File: src/rtl/alu_arbiter_pkg.sv
// alu_arbiter_pkg: ALU_16 opcode encodings, requester ids and the response
// record shared by the arbiter, its grant sub-module and the ALU.
// The ALU_* macros are only defined here if nothing else has defined them.
`ifndef ALU_ADD
`define ALU_ADD 3'd0
`define ALU_SUB 3'd1
`define ALU_AND 3'd2
`define ALU_OR  3'd3
`define ALU_XOR 3'd4
`define ALU_SLL 3'd5
`define ALU_SRL 3'd6
`define ALU_SRA 3'd7
`endif

package alu_arbiter_pkg;
    localparam logic REQ0  = 1'b0;
    localparam logic REQ1  = 1'b1;
    localparam int   ALU_W = 16;

    // Everything loaded into the response slot on an accepting edge.
    typedef struct packed {
        logic             id;
        logic [ALU_W-1:0] out;
        logic             z;
        logic             v;
        logic             n;
    } rsp_t;
endpackage

File: src/rtl/ALU_16.sv
// ALU_16: 16-bit combinational ALU. z reflects a zero result for every op;
// n and v are only produced by ADD/SUB and are 0 for logic and shift ops.
// Shift amounts of 16 or more flush the operand (sign fill for SRA).
module ALU_16 (
    input  logic [2:0]  op,
    input  logic [15:0] a,
    input  logic [15:0] b,
    output logic [15:0] out,
    output logic        z,
    output logic        v,
    output logic        n
);
    logic [3:0]  shamt;
    logic        big;
    logic [15:0] sum;
    logic [15:0] dif;
    logic        arith;

    assign shamt = b[3:0];
    assign big   = |b[15:4];
    assign sum   = a + b;
    assign dif   = a - b;

    // Result mux and overflow per opcode.
    always_comb begin
        out   = '0;
        v     = 1'b0;
        arith = 1'b0;
        case (op)
            `ALU_ADD: begin
                out   = sum;
                v     = (a[15] == b[15]) && (sum[15] != a[15]);
                arith = 1'b1;
            end
            `ALU_SUB: begin
                out   = dif;
                v     = (a[15] != b[15]) && (dif[15] != a[15]);
                arith = 1'b1;
            end
            `ALU_AND: out = a & b;
            `ALU_OR:  out = a | b;
            `ALU_XOR: out = a ^ b;
            `ALU_SLL: out = big ? 16'h0000 : (a << shamt);
            `ALU_SRL: out = big ? 16'h0000 : (a >> shamt);
            `ALU_SRA: out = big ? {16{a[15]}} : 16'($signed(a) >>> shamt);
            default:  out = '0;
        endcase
    end

    assign z = (out == 16'h0000);
    assign n = arith & out[15];
endmodule

File: src/rtl/rr_arb2.sv
// rr_arb2: two-way one-hot grant. Default build is round-robin with a
// pointer that flips to the loser after every accept; defining
// ALU_ARB_FIXED_PRIO_EN gives requester 0 fixed priority and drops the pointer.
module rr_arb2
    import alu_arbiter_pkg::*;
(
    input  logic       clk,
    input  logic       rst,
    input  logic [1:0] req,
    input  logic       advance,
    output logic [1:0] gnt
);
`ifdef ALU_ARB_FIXED_PRIO_EN
    logic unused_arb;
    assign unused_arb = clk ^ rst ^ advance;

    // Requester 0 always wins a tie.
    always_comb begin
        gnt = 2'b00;
        if (req[0])      gnt = 2'b01;
        else if (req[1]) gnt = 2'b10;
    end
`else
    logic ptr;

    // Pointer moves to the other requester after each accept, holds otherwise.
    always_ff @(posedge clk) begin
        if (rst)          ptr <= REQ0;
        else if (advance) ptr <= gnt[1] ? REQ0 : REQ1;
    end

    // Single requester wins outright; a tie goes to the pointer.
    always_comb begin
        gnt = 2'b00;
        case (req)
            2'b01:   gnt = 2'b01;
            2'b10:   gnt = 2'b10;
            2'b11:   gnt = (ptr == REQ0) ? 2'b01 : 2'b10;
            default: gnt = 2'b00;
        endcase
    end
`endif
endmodule

File: src/rtl/alu_arbiter.sv
// alu_arbiter: shares one ALU_16 between two valid/ready requesters and
// returns registered result/flags tagged with the requester id through a
// single-entry response slot that can drain and refill in the same cycle.
// Optional macro: ALU_ARB_FIXED_PRIO_EN (fixed priority to requester 0).
module alu_arbiter
    import alu_arbiter_pkg::*;
#(
    parameter int WIDTH = 16,
    parameter int OPW   = 3
) (
    input  logic             clk,
    input  logic             rst,
    input  logic             r0_valid,
    output logic             r0_ready,
    input  logic [OPW-1:0]   r0_op,
    input  logic [WIDTH-1:0] r0_a,
    input  logic [WIDTH-1:0] r0_b,
    input  logic             r1_valid,
    output logic             r1_ready,
    input  logic [OPW-1:0]   r1_op,
    input  logic [WIDTH-1:0] r1_a,
    input  logic [WIDTH-1:0] r1_b,
    output logic             rsp_valid,
    input  logic             rsp_ready,
    output logic             rsp_id,
    output logic [WIDTH-1:0] rsp_out,
    output logic             rsp_z,
    output logic             rsp_v,
    output logic             rsp_n
);
    // The ALU is a fixed 16-bit, 3-bit-opcode unit.
    generate
        if (WIDTH != 16 || OPW != 3) begin : g_bad_width
            $error("alu_arbiter: WIDTH must be 16 and OPW must be 3");
        end
    endgenerate

    logic             can_accept;
    logic [1:0]       gnt;
    logic             accept;
    logic             win_id;
    logic [OPW-1:0]   alu_op;
    logic [WIDTH-1:0] alu_a;
    logic [WIDTH-1:0] alu_b;
    logic [WIDTH-1:0] alu_out;
    logic             alu_z;
    logic             alu_v;
    logic             alu_n;
    logic             slot_full;
    rsp_t             slot_q;

    assign can_accept = !slot_full | rsp_ready;
    assign accept     = can_accept & (|gnt);
    assign r0_ready   = can_accept & gnt[0];
    assign r1_ready   = can_accept & gnt[1];
    assign win_id     = gnt[1] ? REQ1 : REQ0;

    rr_arb2 u_arb (
        .clk     (clk),
        .rst     (rst),
        .req     ({r1_valid, r0_valid}),
        .advance (accept),
        .gnt     (gnt)
    );

    // Operand mux follows the grant regardless of slot state.
    always_comb begin
        alu_op = r0_op;
        alu_a  = r0_a;
        alu_b  = r0_b;
        if (win_id == REQ1) begin
            alu_op = r1_op;
            alu_a  = r1_a;
            alu_b  = r1_b;
        end
    end

    ALU_16 u_alu (
        .op  (alu_op),
        .a   (alu_a),
        .b   (alu_b),
        .out (alu_out),
        .z   (alu_z),
        .v   (alu_v),
        .n   (alu_n)
    );

    // Response slot: load on accept, empty on a drain with no accept.
    always_ff @(posedge clk) begin
        if (rst) begin
            slot_full <= 1'b0;
            slot_q    <= '0;
        end else if (accept) begin
            slot_full <= 1'b1;
            slot_q    <= '{id: win_id, out: alu_out, z: alu_z, v: alu_v, n: alu_n};
        end else if (rsp_ready) begin
            slot_full <= 1'b0;
        end
    end

    assign rsp_valid = slot_full;
    assign rsp_id    = slot_q.id;
    assign rsp_out   = slot_q.out;
    assign rsp_z     = slot_q.z;
    assign rsp_v     = slot_q.v;
    assign rsp_n     = slot_q.n;
endmodule

File: config.mk
export PLATFORM = sky130hd
export DESIGN_NAME = alu_arbiter
export DESIGN_NICKNAME = d
export VERILOG_FILES = /design/src/rtl/alu_arbiter_pkg.sv /design/src/rtl/ALU_16.sv /design/src/rtl/rr_arb2.sv /design/src/rtl/alu_arbiter.sv
export SDC_FILE = /design/constraint.sdc
export NUM_CORES = 1
export LEC_CHECK = 0
export CAP_MARGIN = 20
export CORE_ASPECT_RATIO = 0.8
export CORE_MARGIN = 4
export CORE_UTILIZATION = 50
export DETAILED_ROUTE_END_ITERATION = 16
export GPL_TIMING_DRIVEN = 0
export PLACE_DENSITY = 0.85
export SLEW_MARGIN = 5
export SYNTH_ARGS = -nofsm -noshare
export SYNTH_HDL_FRONTEND = slang
export SYNTH_SLANG_ARGS = --single-unit
export TNS_END_PERCENT = 5
File: constraint.sdc
create_clock -name clk -period 9.1 [get_ports clk]
set_input_delay 2.73 -clock clk [delete_from_list [all_inputs] [get_ports clk]]
set_output_delay 2.73 -clock clk [all_outputs]
set_load 0.1 [all_outputs]
==> results of run 1 <==
[state kept, by name, indices dropped and copies added (netlist names)]
signal     cells
rsp_id         1
rsp_n          1
rsp_out       16
rsp_v          1
rsp_valid      1
rsp_z          1
u_arb.ptr      1
[worst max-delay path: cells and delay by family]
family          cells  cell delay [ps]
compound gates      5             2180
xor+xnor            1              170
simple gates        6             1280
buf+inv             7             2450
fa+ha+maj           1              270
[cell families after synthesis]
| group | after synthesis | share of synthesized area |
|---|---|---|
| xor+xnor | 12 | 0.0157 |
| flops | 22 | 0.0660 |
| mux | 94 | 0.147 |
| compound gates | 276 | 0.300 |
| fa+ha+maj | 50 | 0.0960 |
| buf+inv | 125 | 0.0992 |
| simple gates | 371 | 0.276 |
[cell type report]
class	count	area (um^2)
multi-input cells	803	5570
inverters	55	206
fillers	1226	5080
plain buffers	70	455
flip-flops and latches	22	440
well taps	175	219
diodes	1	2.50
clock buffers	4	88.8
repair buffers	90	895
[where the power goes]
group	leakage, nW	switching, mW	total, mW	internal (mW)
Combinational	3.07	0.472	0.715	0.243
Sequential	0.182	0.00598	0.113	0.107
Clock	0.0442	0.0372	0.104	0.0672
[per-stage QoR]
step | hold slack, ps | instance area (um^2) | utilization
after floorplan | 486 | 6680 | -
final | 462 | 7880 | 0.608
after detailed placement | 448 | 7790 | 0.601
after CTS | 458 | 7880 | 0.608
after global routing | 486 | 7880 | 0.608
after global placement | 444 | 7780 | 0.601
[synthesized netlist by cell type, types with 20 or more instances]
cell type    n
ha_1        48
nand3_1     29
a211oi_1    32
nor3_1      30
clkbuf_1    20
mux2i_1     76
inv_1       50
nor2_1      67
dfxtp_1     22
nand2_1    133
o21ai_0     37
a21oi_1     43
[worst max path at each step]
stage / startpoint / end / slack [ps] / depth (start not counted)
final: r0_valid / rsp_z / 210 / 20
after global routing: r0_valid / rsp_z / 20 / 21
after CTS: r0_valid / rsp_z / 550 / 20
after detailed placement: r0_valid / rsp_z / 300 / 20
after global placement: r0_valid / rsp_z / 380 / 20
after floorplan: r1_valid / r0_ready / 1500 / 5
[layer usage]
metal  track usage  up-vias
met5             0        -
met1         0.564     3958
met4         0.116        0
met2         0.513      732
met3         0.141      103
li1              -     3756
==> results by group, run 1 <==
Status
  • Status: finished, final reports clean

Clock tree
  • Worst skew pair latency: 260 ps
  • CTS Root Cell: clkbuf_16
  • Post-CTS Setup Bufs: 0
  • PostCTS Resize Cnt: 0
  • CTS Hold Buffers Added: 0
  • Clock buffer depth: 2
  • Clock-pin transition on the worst setup and hold timing paths: 60 ps
  • Htree depth: 1
  • Sink Count: 22
  • CTS tree: yes
  • Total CTS buffers: 3

Global routing
  • Total grt overflow: 0
  • Largest net degree at the start of global routing: 13
  • All-Layer GR Usage: 0.383
  • Initial antenna violation count: 0
  • Vias in the first global route: 7830
  • Global-route wire length before repair: 45900 um

Routing
  • Routed wire length: roughly 30000 um
  • Vias: 8549
  • Average routed wire per standard cell: around 25 um
  • Met3 routed WL: 4660 um
  • Routed met1 length: between 10000 and 15000 um
  • Number of DRC markers in iteration 0: 1481
  • Number of routed nets with antenna violations: 0
  • Pre-antenna DRT Iters: 8
  • Highest metal used: met4
  • Met2 WL: approximately 12000 um
  • DR DRC count: 0
  • Vias per cell: about 7

Job
  • Reported max-cap violation count: 0

Power and ir drop
  • Peak supply drop: 0.0000975 V
  • Static Leak: 3.29 nW
  • Tot Pwr: 0.932 mW
  • P per Cell Area: roughly 120 mW/mm^2

Placement
  • Dpl ws: ~300 ps
  • Detailed placement HPWL: 24700 um
  • Port Buffers: 89
  • DP Cell Count: 1215
  • GPL Wtd Cong: 1.07

Hold path
  • Hold Crit Class: register to register
  • Hold Startpoint: rsp_out[0]
  • Hold path depth: 2
  • Hold path endpoint: rsp_out[0]

Synthesis
  • Post-synthesis sequential element count: 22
  • Post-synth ARST share: 0
  • Distinct cells, synth: 94
  • Post-Syn Area: 0.00668 mm^2
  • Post-synth top area share: 0.114
  • Register area share after synthesis: 0.0660
  • Synth area leader: mux2i_1
  • YS warnings: 0
  • Syn nets: 1075
  • Synth Instances: 950
  • Mean post-synth cell area: 7.03 um^2
  • EDFF count, synth: 0
  • Ranking of synthesized cells by area: mux2i_1, ha_1, nand2_1
  • Post-synth top flop: dfxtp_1

Setup path
  • Max stage delay on crit path: 800 ps
  • Slowest-stage cell, CP: a221oi_1
  • R2R depth: 19
  • Flop-to-flop setup slack: 2950 ps
  • Cell chain of the critical path: clkdlybuf4s50_1 -> nor2b_1 -> buf_4 -> nor2_8 -> buf_6 -> buf_2 -> buf_1 -> buf_1 -> nand2_1 -> nand2_1 -> ha_1 -> buf_2 -> a221oi_1 -> o211ai_1 -> a32o_1 -> xnor2_1 -> a221oi_1 -> nand4_1 -> nor4_1 -> a31o_1
  • CP startpoint kind: input port
  • Crit Path Max Fanout: 10
  • Req. time, crit path: 9310 ps
  • Critical Path Sink Type: register
  • Arrival time at the worst endpoint: 9100 ps
  • Reg2Reg Capture Point: rsp_z
  • Reg-to-reg startpoint: u_arb.ptr
  • Crit Path Class: input port to register

Floorplanning
  • Die width: between 100 and 150 um
  • Starting Density: 0.515
  • Die Y: approximately 110 um
  • # IOs: approximately 100
  • Number of cell rows: 37
  • Core Area: 0.0130 mm^2
  • Die area: 0.0153 mm^2

Timing
  • Setup Skew: between 3 and 4 ps
  • Setup violations, final: 0
  • Final setup TNS: 0 ps
  • RSZ-0062 raised after global routing: false
  • Tightest Pin Transition: 996 ps
  • Slack of the critical path: 212 ps
  • Final hold violations: 0
  • F_max: between 100 and 150 MHz
  • Fin. max-slew vios: 0
  • Period utilization: 0.977
  • Min Clock Period, post-route: between 8000 and 9000 ps
  • Slew HR: 0.319

Final layout
  • Area delta synth->final: 18.1%
  • Fin cells: 1220
  • Commonest non-fill, non-tap cell in the layout: nand2_1
  • Most frequent cells in the layout: nand2_1, clkdlybuf4s50_1, mux2i_1
  • Share of layout cells above drive strength 1: 0.0872
  • Fin nets: ~1.2k
Power figures use the tool's default switching activity.
==> run 2: changes to the inputs <==
CORE_MARGIN = not set   (was 4)
==> run 2 against run 1 <==
Effect of this change: die area fell by 9.5%; combinational power rose by 0.7%; final cell count fell by 0.25%; sequential share of layout area barely moved; setup slack got worse by 39 ps; via count fell by 1.0%; hold slack got worse by 1.2 ps; critical endpoint unchanged; largest power group unchanged; highest routed layer unchanged.
==> results by group, run 2 (synthesis gave the netlist of run 1 again) <==
Status
  • Status: finished, final reports clean

Power and ir drop
  • Switch share: 0.561 (+0.00846)
  • Clk network pwr share: 0.104 (-0.008)
  • Peak supply drop: 0.0000927 V (-4.9%)
  • Pint: 0.408 mW (-2.2%)
  • Static Leak: 3.28 nW (-0.25%)
  • Sequential fraction of design power: 0.122 (about the same)
  • Gate power share: 0.774 (+0.007)
  • P per Cell Area: 118 mW/mm^2 (about the same)
  • Tot Pwr: 0.929 mW (-0.32%)
  • Psw: 0.522 mW (+1.2%)

Clock tree
  • Total CTS buffers: 3 (unchanged)
  • CTS Hold Buffers Added: 0 (unchanged)
  • Htree depth: 1 (unchanged)
  • PostCTS Resize Cnt: 0 (unchanged)
  • Clock-pin transition on the worst setup and hold timing paths: 60 ps (about the same)
  • Clock buffer depth: 2 (unchanged)
  • Post-CTS Setup Bufs: 0 (unchanged)
  • CTS Root Cell: clkbuf_16
  • CTS tree: yes
  • Worst skew pair latency: 270 ps (about the same)
  • Sink Count: 22 (unchanged)

Final layout
  • Ant. Diodes: 0 (-1)
  • Commonest non-fill, non-tap cell in the layout: nand2_1
  • Largest register FFs: 16 (unchanged)
  • Final Util: 0.606 (-0.00154)
  • Area delta synth->final: 17.8%
  • Most frequent cells in the layout: nand2_1, clkdlybuf4s50_1, mux2i_1
  • Share of layout cells above drive strength 1: 0.0864 (-0.000792)
  • Fin nets: 1169 (-0.085%)

Floorplanning
  • Die Y: 105 um (-5.4%)
  • Die area: 0.0138 mm^2 (-9.5%)
  • # IOs: 98 (unchanged)
  • Core Area: 0.0130 mm^2 (unchanged)
  • Number of cell rows: 37 (unchanged)
  • Starting Density: 0.515 (unchanged)
  • Die width: 131 um (-4.4%)

Global routing
  • Met3 Use GR: 0.163 (+0.0221)
  • Top Usage Layer GRT: met1
  • Global-route wire length before repair: 46800 um (+1.9%)
  • Initial antenna violation count: 0 (unchanged)
  • Total grt overflow: 0 (unchanged)
  • All-Layer GR Usage: 0.444 (+0.0604)
  • Largest net degree at the start of global routing: 13 (unchanged)
  • Met2 Resource Use GR: 0.600 (+0.0867)
  • Vias in the first global route: 7608 (-2.8%)
  • M1 GR Usage: 0.630 (+0.0662)

Routing
  • Average routed wire per standard cell: 25.4 um (+1.9%)
  • Vias per cell: 6.95 (-0.77%)
  • DR DRC count: 0 (unchanged)
  • Number of DRC markers in iteration 0: 1469 (-0.81%)
  • Number of routed nets with antenna violations: 0 (unchanged)
  • Pre-antenna DRT Iters: 6 (-2)
  • Routed wire length: 30900 um (+1.7%)
  • Vias: 8462 (-1.0%)

Placement
  • Port Buffers: 89 (unchanged)
  • GPL Wtd Cong: 1.05 (-1.5%)
  • Detailed placement HPWL: 25000 um (+1.1%)

Timing
  • Min Clock Period, post-route: 8930 ps (+38.7 ps)
  • Period utilization: 0.981 (+0.00426)
  • Final setup TNS: 0 ps (unchanged)
  • RSZ-0062 raised after global routing: false
  • Setup Skew: 6.87 ps (+3.25 ps)
  • Tightest Pin Transition: 1170 ps (+172 ps)
  • Fin. max-slew vios: 0 (unchanged)
  • Final hold violations: 0 (unchanged)
  • F_max: 112 MHz (-0.43%)
  • Setup violations, final: 0 (unchanged)
  • Slew HR: 0.222 (-0.0972)

Hold path
  • Hold Crit Class: register to register
  • Hold path depth: 2 (unchanged)

Job
  • Reported max-cap violation count: 0 (unchanged)

Setup path
  • Flop-to-flop setup slack: 2850 ps (-100 ps)
  • Critical Path Sink Type: register
  • Crit Path Class: input port to register
  • Crit Path Max Fanout: 10 (unchanged)
  • R2R depth: 19 (unchanged)
  • Arrival time at the worst endpoint: 9140 ps (+40 ps)
  • CP startpoint kind: input port
  • Req. time, crit path: 9310 ps (about the same)
## run 2: cell types whose count changed in the layout (fill, tap and decap cells not counted), sizes merged
cell and delta:
clkbuf -1, diode -1, buf -1
## run 2: metal layers
| metal | vias up | wire [um] |
|---|---|---|
| li1 | 3747 | - |
| met1 | 3937 | 13100 |
| met2 | 697 | 11800 |
| met3 | 81 | 4830 |
| met4 | 0 | 1090 |
| met5 | - | 0 |
## run 2: path summary, 6_finish.rpt
check / from / to
max: r0_valid / rsp_z
max reg2reg: u_arb.ptr / rsp_z
min: rsp_out[3] / rsp_out[3]
min reg2reg: rsp_out[3] / rsp_out[3]
## run 2: stage by stage
step	cells	hold WS (ps)	setup slack, ps	instance area, um^2
detailed placement	1214	448	182	7780
global placement	1214	444	102	7780
floorplan	950	486	1500	6680
finish	1217	461	173	7860
global route	1217	479	30.4	7860
CTS	1217	457	435	7860
## run 2: worst max-delay path: stages
cell,delay (ps)
clkdlybuf4s50_1,490
nor2b_1,170
buf_4,180
nor2_8,270
buf_6,230
buf_2,290
buf_1,550
buf_1,530
nand2_1,110
nand2_1,220
ha_1,280
buf_2,180
a221oi_1,990
o211ai_1,270
a32o_1,320
xnor2_1,170
a221oi_1,480
nand4_1,170
nor4_1,310
a31o_1,170
## run 2: power by group through the flow
stage | Clock (mW) | Sequential [mW] | Combinational, mW
6_report | 0.0969 | 0.113 | 0.720
5_1_grt | 0.101 | 0.114 | 0.755
4_1_cts | 0.0958 | 0.113 | 0.690
3_5_place_dp | 0 | 0.115 | 0.687
3_3_place_gp | 0 | 0.115 | 0.685
2_1_floorplan | 0 | 0.189 | 0.397
## run 2: area by class of cell
class | count | area (um^2)
timing repair buffer | 89 | 891
buffer | 70 | 455
sequential | 22 | 440
clock buffer | 3 | 75.1
multi-input combinational | 803 | 5570
fill | 1258 | 5100
tap | 175 | 219
inverter | 55 | 206
